$ cat src/rtl/hazard_pkg.sv
// Shared constants for the hazard controller: forward-select codes and the
// data-memory wait FSM encoding.
package hazard_pkg;

    localparam logic [1:0] FWD_RF = 2'b00;
    localparam logic [1:0] FWD_W  = 2'b01;
    localparam logic [1:0] FWD_M  = 2'b10;

    typedef enum logic {
        MEM_IDLE = 1'b0,
        MEM_WAIT = 1'b1
    } mem_state_e;

endpackage

$ cat src/rtl/hazard_ctrl_mc_mult.sv
// mult_busy_tracker: down counter covering the multiplier's HI/LO latency.
// A multiply is taken only when the counter is idle and memory is not stalling.
module mult_busy_tracker #(
    parameter int MULT_LAT = 4
) (
    input  logic clk,
    input  logic rst,
    input  logic start_i,
    input  logic hold_i,
    output logic busy_o,
    output logic accept_o
);

    localparam int CW = $clog2(MULT_LAT + 1);

    logic [CW-1:0] cnt_q, cnt_d;

    // The counter keeps running through memory stalls; only acceptance is held off.
    always_comb begin
        accept_o = start_i && (cnt_q == '0) && !hold_i;
        cnt_d    = cnt_q;
        if (accept_o) begin
            cnt_d = CW'(MULT_LAT);
        end else if (cnt_q != '0) begin
            cnt_d = cnt_q - CW'(1);
        end
    end

    always_ff @(posedge clk or posedge rst) begin
        if (rst) begin
            cnt_q <= '0;
        end else begin
            cnt_q <= cnt_d;
        end
    end

    assign busy_o = (cnt_q != '0);

endmodule

$ cat src/rtl/hazard_ctrl_mc.sv
// Hazard controller: forwarding, load-use/branch/HI-LO/structural stalls and a
// timed data-memory wait FSM. Define HAZARD_PERF_CNT_EN to build the stall counter.
module hazard_ctrl_mc
    import hazard_pkg::*;
#(
    parameter int RA_W     = 5,
    parameter int MULT_LAT = 4,
    parameter int MEM_TO   = 16,
    parameter int CNT_W    = 16
) (
    input  logic             clk,
    input  logic             rst,
    input  logic [RA_W-1:0]  rsD,
    input  logic [RA_W-1:0]  rtD,
    input  logic [RA_W-1:0]  rsE,
    input  logic [RA_W-1:0]  rtE,
    input  logic [RA_W-1:0]  rf_waE,
    input  logic [RA_W-1:0]  rf_waM,
    input  logic [RA_W-1:0]  rf_waW,
    input  logic             we_regE,
    input  logic             we_regM,
    input  logic             we_regW,
    input  logic             dm2regE,
    input  logic             dm2regM,
    input  logic             branchD,
    input  logic             mult_startE,
    input  logic             hilo_readD,
    input  logic             dm_reqM,
    input  logic             dm_ack,
    output logic             StallF,
    output logic             StallD,
    output logic             StallE,
    output logic             StallM,
    output logic             FlushE,
    output logic             FlushM,
    output logic             FlushW,
    output logic             fordAD,
    output logic             fordBD,
    output logic [1:0]       fordAE,
    output logic [1:0]       fordBE,
    output logic             dm_issue,
    output logic             mult_busy,
    output logic             dm_timeout,
    output logic [CNT_W-1:0] stall_cnt,
    output logic             dbg_mem_state_o,
    output logic             dbg_mult_accept_o
);

    localparam int              WCW     = (MEM_TO > 1) ? $clog2(MEM_TO) : 1;
    localparam bit              TO_EN   = (MEM_TO > 0);
    localparam logic [WCW-1:0]  TO_LAST = WCW'((MEM_TO > 0) ? MEM_TO - 1 : 0);

    mem_state_e     state_q, state_d;
    logic [WCW-1:0] wcnt_q, wcnt_d;
    logic           timeout_q, timeout_d;
    logic           timeout_hit;
    logic           ms, lw, br, hl, st;
    logic           mult_accept;

    // Forwarding: register 0 never matches, M wins over W.
    always_comb begin
        fordAE = FWD_RF;
        if (we_regM && rf_waM != '0 && rf_waM == rsE) begin
            fordAE = FWD_M;
        end else if (we_regW && rf_waW != '0 && rf_waW == rsE) begin
            fordAE = FWD_W;
        end
        fordBE = FWD_RF;
        if (we_regM && rf_waM != '0 && rf_waM == rtE) begin
            fordBE = FWD_M;
        end else if (we_regW && rf_waW != '0 && rf_waW == rtE) begin
            fordBE = FWD_W;
        end
        fordAD = we_regM && rf_waM != '0 && rf_waM == rsD;
        fordBD = we_regM && rf_waM != '0 && rf_waM == rtD;
    end

    mult_busy_tracker #(
        .MULT_LAT (MULT_LAT)
    ) u_mult (
        .clk      (clk),
        .rst      (rst),
        .start_i  (mult_startE),
        .hold_i   (ms),
        .busy_o   (mult_busy),
        .accept_o (mult_accept)
    );

    // Memory handshake: dm_reqM is the M-stage request (valid), dm_ack the
    // response (ready). An access completes in the cycle both are high; until
    // then the pipeline is frozen, and a timeout completes it in place of the ack.
    always_comb begin
        state_d     = state_q;
        wcnt_d      = wcnt_q;
        dm_issue    = 1'b0;
        timeout_hit = TO_EN && (state_q == MEM_WAIT) && (wcnt_q == TO_LAST);
        ms          = dm_reqM && !dm_ack && !timeout_hit;
        timeout_d   = timeout_q || timeout_hit;
        case (state_q)
            MEM_IDLE: begin
                dm_issue = dm_reqM;
                if (ms) begin
                    state_d = MEM_WAIT;
                    wcnt_d  = '0;
                end
            end
            MEM_WAIT: begin
                wcnt_d = wcnt_q + WCW'(1);
                if (dm_ack || timeout_hit) begin
                    state_d = MEM_IDLE;
                end
            end
            default: state_d = MEM_IDLE;
        endcase
    end

    always_ff @(posedge clk or posedge rst) begin
        if (rst) begin
            state_q   <= MEM_IDLE;
            wcnt_q    <= '0;
            timeout_q <= 1'b0;
        end else begin
            state_q   <= state_d;
            wcnt_q    <= wcnt_d;
            timeout_q <= timeout_d;
        end
    end

    always_comb begin
        lw = dm2regE && rtE != '0 && (rtE == rsD || rtE == rtD);
        br = branchD &&
             ((we_regE && rf_waE != '0 && (rf_waE == rsD || rf_waE == rtD)) ||
              (dm2regM && rf_waM != '0 && (rf_waM == rsD || rf_waM == rtD)));
        hl = hilo_readD && (mult_busy || mult_startE);
        st = mult_startE && mult_busy;
    end

    // A memory stall freezes F..M and overrides every flush except FlushW.
    assign StallF = ms || lw || br || hl || st;
    assign StallD = StallF;
    assign StallE = ms || st;
    assign StallM = ms;
    assign FlushE = (lw || br || hl) && !st && !ms;
    assign FlushM = st && !ms;
    assign FlushW = ms;

    assign dm_timeout        = timeout_q;
    assign dbg_mem_state_o   = (state_q == MEM_WAIT);
    assign dbg_mult_accept_o = mult_accept;

`ifdef HAZARD_PERF_CNT_EN
    logic [CNT_W-1:0] stall_cnt_q, stall_cnt_d;

    always_comb begin
        stall_cnt_d = stall_cnt_q;
        if (StallF && stall_cnt_q != '1) begin
            stall_cnt_d = stall_cnt_q + CNT_W'(1);
        end
    end

    always_ff @(posedge clk or posedge rst) begin
        if (rst) begin
            stall_cnt_q <= '0;
        end else begin
            stall_cnt_q <= stall_cnt_d;
        end
    end

    assign stall_cnt = stall_cnt_q;
`else
    assign stall_cnt = '0;
`endif

endmodule

$ cat config.mk
export PLATFORM = sky130hd
export DESIGN_NAME = hazard_ctrl_mc
export DESIGN_NICKNAME = d
export VERILOG_FILES = /design/src/rtl/hazard_pkg.sv /design/src/rtl/hazard_ctrl_mc_mult.sv /design/src/rtl/hazard_ctrl_mc.sv
export SDC_FILE = /design/constraint.sdc
export NUM_CORES = 1
export LEC_CHECK = 0
export CORE_ASPECT_RATIO = 1.5
export CORE_MARGIN = 3
export CORE_UTILIZATION = 38
export CTS_CLUSTER_DIAMETER = 30
export DETAILED_ROUTE_END_ITERATION = 8
export PLACE_DENSITY = 0.86
export SYNTH_ARGS = -nofsm -noshare
export SYNTH_HDL_FRONTEND = slang
export SYNTH_SLANG_ARGS = --single-unit
$ cat constraint.sdc
create_clock -name clk -period 3.24 [get_ports clk]
set_input_delay 0.972 -clock clk [delete_from_list [all_inputs] [get_ports clk]]
set_output_delay 0.972 -clock clk [all_outputs]
set_load 0.02 [all_outputs]
# == Word-level counts from Yosys, hierarchy flattened ==
# Cells that the tools add are included.
# word_totals
reg_bits,9
inputBits,47
output_inout_bits,34
wordCells,81
# classes
addsub,2
eq_ne,12
muxes,12
n_bitwise,1
n_reduce_logical,50
# op_table
cell,n
equality test 5 bit,10
logical AND 1 bit,25
nonzero test 5 bit,4
logical OR 1 bit,14
one-hot mux 4 bit (2 select lines),1
2-to-1 mux 3 bit,2
2-to-1 mux 1 bit,5
adder 4 x 1 -> 4 bit (second input constant),1
equality test 4 bit (second input constant),1
logical NOT 1 bit,4
2-to-1 mux 2 bit,2
2-to-1 mux 4 bit,1
logical NOT 3 bit,1
nonzero test 3 bit,1
subtractor 3 x 1 -> 3 bit (second input constant),1
inequality test 2 bit (second input constant),1
one-hot mux 1 bit (2 select lines),1
nonzero test 2 bit,1
NOT 1 bit,1

# == Longest topological paths before layout ==
# Gate-level depths: netlist (run 1).
# logic_depth
ltp_word,9
mapped_depth,8
ltp_nobuf,7

# == Cells and area by module ==
# From an unflattened synthesis (run 1), not the netlist that was laid out.
# hier_totals
cells_unflattened,169
hier_area_um2,1368.8
# by_module_without_submodules
module,n_inst,cells_each,area_each_um2,seq_area_each_um2
hazard_ctrl_mc,1,149,1186.1,150.1
mult_busy_tracker,1,20,182.7,75.1

# == Worst setup path after synthesis (run 1) ==
# OpenSTA, ideal clock, no wires.
# synth_path
kind,input port to output port
startpoint,input port rtE[2]
endpoint,output port StallF
t_arrival_ns,2.368
required_ns,2.268
slack_ns,-0.100
cell_stages,6
path_buffers,2
path_cell_list,buf_2 or4_1 o21ai_1 o21a_2 nand4b_1 buf_4
# synth_between
elab_chain_cells,7
elab_cells_between_ends,10
classes_between,eq/ne: 2; reduce/logical: 8
# synth_rtl
item,line,text
from (decl),hazard_ctrl_mc.sv:16,"input logic [RA_W-1:0] rtE,"
equality test 5 bit / nonzero test 5 bit (equally long branches),hazard_ctrl_mc.sv:130,lw = dm2regE && rtE != '0 && (rtE == rsD || rtE == rtD);
logical OR 1 bit / logical AND 1 bit (equally long branches),hazard_ctrl_mc.sv:130,
logical AND 1 bit (*),hazard_ctrl_mc.sv:130,
logical OR 1 bit (*) (4 in a row),hazard_ctrl_mc.sv:139,assign StallF = ms || lw || br || hl || st;
to (decl),hazard_ctrl_mc.sv:30,"output logic StallF,"
# Mark *: on every way between the ends. The rest lies on a longest branch, timed or not.

# == Worst setup path in the final report (run 1) ==
# layout_path
startpoint,input port rtE[2]
endpoint,output port StallD
# layout_between
elab_chain_cells,7
elab_cells_between_ends,10
classes_between,eq/ne: 2; reduce/logical: 8
# layout_rtl
item,line,text
equality test 5 bit / nonzero test 5 bit (equally long branches),hazard_ctrl_mc.sv:130,
logical OR 1 bit / logical AND 1 bit (equally long branches),hazard_ctrl_mc.sv:130,
logical AND 1 bit (*),hazard_ctrl_mc.sv:130,
logical OR 1 bit (*) (4 in a row),hazard_ctrl_mc.sv:139,
to (decl),hazard_ctrl_mc.sv:31,"output logic StallD,"
# Marked as above.

==> reports/qor.csv, run 1 <==
metric,value,unit
status,finished clean,
Starting Density,40.9,%
pre-CTS WS,-842,ps
Final Worst Setup Slack,22.4,ps
largest net degree at the start of global routing,13,
drt drc,0,
Finished Layout Cells,297,
ys async rst share,100,%
Final Hold Violating Endpoints,0,
H-tree Lvls,1,
clock transition at the registers of the reported paths,50,ps
nets@finish,308,
Final HPWL DP,3510,um
Overall Power,689,uW
die width,54.6,um
Setup Skew,2.88,ps
remaining global-route overflow,0,
Worst-Skew Late Latency,230,ps
mean area per synthesized cell,8.00,um2
area taken by multi-input logic gates,1100,um2
Core Region,3280,um2
vias in the first global route,1525,
total number of vias,1455,
drt first pass iters,4,
final setup vio count,0,
antenna violations before repair,0,
Post-Syn Area,1340,um2
"Distinct cells, synth",32,
Max VDD drop,363,uV
WP data arrival,2250,ps
CTS Buffer Depth,2,
CTS Hold Bufs,0,
CTS tree,yes,
DRT antenna net count,0,
Slew Limit Fails,0,
DIE AREA,4300,um2
Max-Cap Viols,0,
synth-to-layout area growth,63.7,%
Synth Instances,168,
Worst Path Required,2270,ps
R2R Path Start,wcnt_q[0],
number of synthesized flops with an enable pin,0,
Die Y,78.8,um
CP Launch Type,input pin,
min cycle time layout,3220,ps
initial drt markers,15,
CP Capture Type,output pin,
leakage,0.00102,uW
placed insts,292,
WS Path Type,input pin to output pin,
RD Place Congestion,0.826,
Synth Flop Type,dfrtp_1,
row count,25,
Fin Setup TNS,0,ps
clk sinks,9,
gr usage total,21.2,%
R2R setup slack,1490,ps
Root Driver,clkbuf_8,
Port Buffers,64,
Power Dens Cells,313,nW/um2
I/O Pins,81,
final worst path period share,99.3,%
Filler cells,297,
hold_ws,473,ps
DR WL/cell,14.8,um
Yosys reg bits,9,
Inserted Diodes,0,
crit path max fanout,4,
sequential share of the synthesized area,16.8,%
unrepaired setup endpoints after global routing,yes,
Hold Path Class,flop to flop,
min-delay src,dm_timeout,
CTS Buf Count,3,
Storage cell area,225,um2
drt total wl,4390,um
Worst setup startpoint,rtE[2],
layout cell share with drive strength beyond 1,40.9,%
Fmax,0.311,GHz
Ys Warns,0,
number of vias per cell,4.90,
first-pass GRT wire length,6760,um
[stage by stage]
stage / cell area [um2] / utilization [%]
floorplan: 1400 / -
global placement: 2150 / 65.5
detailed placement: 2150 / 65.5
CTS: 2220 / 67.6
global route: 2200 / 67.0
finish: 2200 / 67.0
[sequential cells by signal, summed over array words and instances (netlist names)]
register / flops
wcnt_q: 4
u_mult.cnt_q: 3
dbg_mem_state_o: 1
dm_timeout: 1
[power by group]
group | switching (uW) | internal (uW)
Combinational | 203 | 185
Clock | 46.7 | 85.9
Sequential | 24.7 | 143
Total | 274 | 415
[synthesized netlist by cell type (2+ instances only)]
master	count	share of area, %
a21oi_1	4	1.5
buf_2	9	3.4
buf_4	18	10
dfrtp_1	9	17
ha_1	3	2.8
inv_1	5	1.4
nand2_1	10	2.8
nand3_1	8	3.0
nand4_1	2	0.93
nor2_1	7	2.0
nor2b_1	6	2.8
nor3_1	5	1.9
nor4_2	4	3.7
o2111ai_1	2	1.3
o21ai_0	6	2.2
o21ai_1	2	0.74
or4_1	5	2.8
xnor2_1	22	14
xor2_1	28	18
[layer usage]
layer	share of wire, %	up-vias	GRT usage (%)	routed length [um]
met5	0	-	0	0
met4	3.0	0	8.48	131
met3	7.8	12	4.69	344
met2	57	67	42.3	2520
met1	32	672	18.6	1390
li1	-	704	-	-
[layout make-up]
| class | instances | share of cell area, % |
|---|---|---|
| flip-flops and latches | 9 | 10.2 |
| repair buffers | 99 | 34.7 |
| well taps | 40 | 2.28 |
| clock buffers | 4 | 2.05 |
| inverters | 5 | 0.853 |
| multi-input cells | 140 | 49.9 |
[worst max-delay path: stages]
cell      delay (ps)
buf_4            130
or4_4            510
o21ai_2          150
o21a_2           170
nand4b_1         130
buf_4            190
[final timing paths]
check	endpoint	depth (start not counted)
max	StallD	6
min	dm_timeout	1
max reg2reg	wcnt_q[2]	8
min reg2reg	dm_timeout	1
max in group asynchronous	wcnt_q[0]	2
min in group asynchronous	u_mult.cnt_q[2]	2
[cells by family (layout without fill, tap and decap cells)]
group | after synthesis | in the layout | synth area share (%)
DFF | 9 | 9 | 16.8
adders and majority gates | 3 | 3 | 2.79
and+or+nand+nor | 50 | 50 | 21.5
AOI/OAI and AO/OA | 19 | 19 | 8.57
muxes | 2 | 2 | 1.58
other | 1 | 16 | 0.279
xor gates and xnor gates | 50 | 50 | 32.6
buffers and inverters | 34 | 108 | 15.9
[cell usage in the layout (no fill, tap or decap), drive strengths merged, types with 2 or more instances in the layout]
cell type / count
inv: 5
dfrtp: 9
o21ai: 8
nand4: 2
nor4: 4
o2111ai: 2
ha: 3
conb: 16
clkdlybuf4s15: 4
nand2: 10
or4: 5
dlygate4sd2: 4
clkbuf: 27
xnor2: 22
nor3: 5
buf: 53
nand3: 8
a21oi: 4
xor2: 28
nor2: 7
clkdlybuf4s50: 14
nor2b: 6
[timing repair]
action | 4_1_cts | 5_1_grt
endpoints found under the hold margin | 0 | 0
pin swaps | 18 | 31
gates resized for setup | 137 | 64
setup endpoints to repair | 15 | 13
setup buffers | 1 | 0
Power figures use the tool's default switching activity.
==> run 2: changes to the inputs <==
SKIP_LAST_GASP = 1   (was not set)
==> run 2 against run 1 <==
  * Die area did not move
  * Routed wire length fell by 0.57%
  * Clock-buffer cell count did not move
  * Fmax fell by 0.13%
  * Clock skew barely moved
  * Critical path type unchanged
==> reports/qor.csv, run 2 (same netlist as run 1, synthesis figures left out) <==
metric,value,unit,change
vias in the first global route,1527,,was 1525
final instance area,2190,um2,was 2200 um2
Final HPWL DP,3510,um,unchanged
Bufs and invs on worst path,2,,unchanged
"Core Util, Final",66.8,%,was 67.0%
gr usage total,21.2,%,about the same
Max VDD drop,362,uV,was 363 uV
Finished Layout Cells,297,,unchanged
synth-to-layout area growth,63.2,%,was 63.7%
antenna violations before repair,0,,unchanged
M2 GR Usage,42.3,%,unchanged
max FFs per register,4,,unchanged
unrepaired setup endpoints after global routing,yes,,unchanged
H-tree Lvls,1,,unchanged
Worst Path Required,2270,ps,about the same
drt total wl,4360,um,was 4390 um
CTS Buf Count,3,,unchanged
drt drc,0,,unchanged
row count,25,,unchanged
top flop regs,"wcnt_q: 4 flops, u_mult.cnt_q: 3 flops",,unchanged
initial drt markers,20,,was 15
CTS Buffer Depth,2,,unchanged
WP data arrival,2250,ps,about the same
Core Region,3280,um2,unchanged
CTS tree,yes,,unchanged
number of vias per cell,4.88,,was 4.90
Top reg by flops,wcnt_q,,unchanged
total number of vias,1448,,was 1455
clock transition at the registers of the reported paths,50,ps,about the same
layout cell share with drive strength beyond 1,40.9,%,unchanged
Inserted Diodes,0,,unchanged
Slew Limit Fails,0,,unchanged
Fmax,0.310,GHz,was 0.311 GHz
CP Launch Type,input pin,,unchanged
pre-CTS WS,-842,ps,unchanged
WS Path Type,input pin to output pin,,unchanged
drt first pass iters,4,,unchanged
Starting Density,40.9,%,unchanged
Final Worst Setup Slack,18.1,ps,was 22.4 ps
min cycle time layout,3220,ps,about the same
DRT antenna net count,0,,unchanged
final setup vio count,0,,unchanged
remaining global-route overflow,0,,unchanged
leakage,0.00102,uW,about the same
crit path max fanout,4,,unchanged
RD Place Congestion,0.826,,unchanged
Top Usage Layer GRT,met2,,unchanged
DR WL/cell,14.7,um,was 14.8 um
CP Capture Type,output pin,,unchanged
met1 global-route usage,18.4,%,was 18.6%
met3 usage in global routing,4.69,%,unchanged
CP cell instances,"buf_4, or4_4, o21ai_2, o21a_2, nand4b_1, buf_4",,unchanged
Worst path max stage delay,510,ps,about the same
Port Buffers,64,,unchanged
final worst path period share,99.4,%,was 99.3%
Hold Path Class,flop to flop,,unchanged
nets@finish,308,,unchanged
Root Driver,clkbuf_8,,unchanged
Worst path slowest cell,or4_4,,unchanged
Die Y,78.8,um,unchanged
cell family with most CP delay,simple AND/OR/NAND/NOR gates,,unchanged
I/O Pins,81,,unchanged
placed insts,292,,unchanged
most frequent cells in the layout,"36 x buf_4, 26 x xor2_1, 23 x clkbuf_2, 18 x xnor2_1, 16 x conb_1",,unchanged
clk sinks,9,,unchanged
"commonest non-fill, non-tap cell in the layout",buf_4,,unchanged
first-pass GRT wire length,6750,um,was 6760 um
Final Hold Violating Endpoints,0,,unchanged
Filler cells,297,,unchanged
die width,54.6,um,unchanged
Max-Cap Viols,0,,unchanged
Power Dens Cells,314,nW/um2,was 313 nW/um2
Fin Setup TNS,0,ps,unchanged
Crit path top cell by count,buf_4,,unchanged
largest net degree at the start of global routing,13,,unchanged
status,finished clean,,unchanged
Setup Skew,2.77,ps,was 2.88 ps
DP Area,2150,um2,unchanged
DIE AREA,4300,um2,unchanged
Worst-Skew Late Latency,240,ps,was 230 ps
[run 2: area by class of cell]
| type | count | area, um2 | share of cell area (%) |
|---|---|---|---|
| multi-input combinational | 140 | 1100 | 50.0 |
| timing repair buffer | 99 | 757 | 34.5 |
| sequential | 9 | 225 | 10.3 |
| tap | 40 | 50.0 | 2.28 |
| clock buffer | 4 | 45.0 | 2.05 |
| inverter | 5 | 18.8 | 0.856 |
[run 2: routing by layer]
layer / wire length (um) / vias up
li1: - / 703
met1: 1380 / 669
met2: 2500 / 63
met3: 338 / 13
met4: 144 / 0
met5: 0 / -
[run 2: final timing paths]
kind | from | to | slack (ps) | cells past startpoint
worst max-delay path | rtE[2] | StallD | 20 | 6
worst min-delay path | dm_timeout | dm_timeout | 470 | 1
worst max register to register | wcnt_q[0] | wcnt_q[2] | 1510 | 8
worst min register to register | dm_timeout | dm_timeout | 470 | 1
max in group asynchronous | rst | wcnt_q[2] | 1960 | 2
min in group asynchronous | rst | u_mult.cnt_q[2] | 1010 | 2
[run 2: metrics by stage]
stage | power, uW | hold WS [ps]
after floorplan | 393 | 442
after global placement | 545 | 451
after detailed placement | 557 | 459
after CTS | 686 | 471
after global routing | 740 | 477
final | 688 | 474
[run 2: report_power, final]
part | internal (uW) | leakage, uW | switching (uW)
sequential | 143 | 0.000113 | 24.6
clock | 86.0 | 0.0000228 | 47.2
combinational | 185 | 0.000886 | 203
total | 414 | 0.00102 | 274
[run 2: timing repair]
item | CTS | global route
hold buffers | 0 | 0
setup endpoints to repair | 15 | 13
pin swaps | 18 | 30
resized for setup | 137 | 62
buffers inserted | 1 | 0
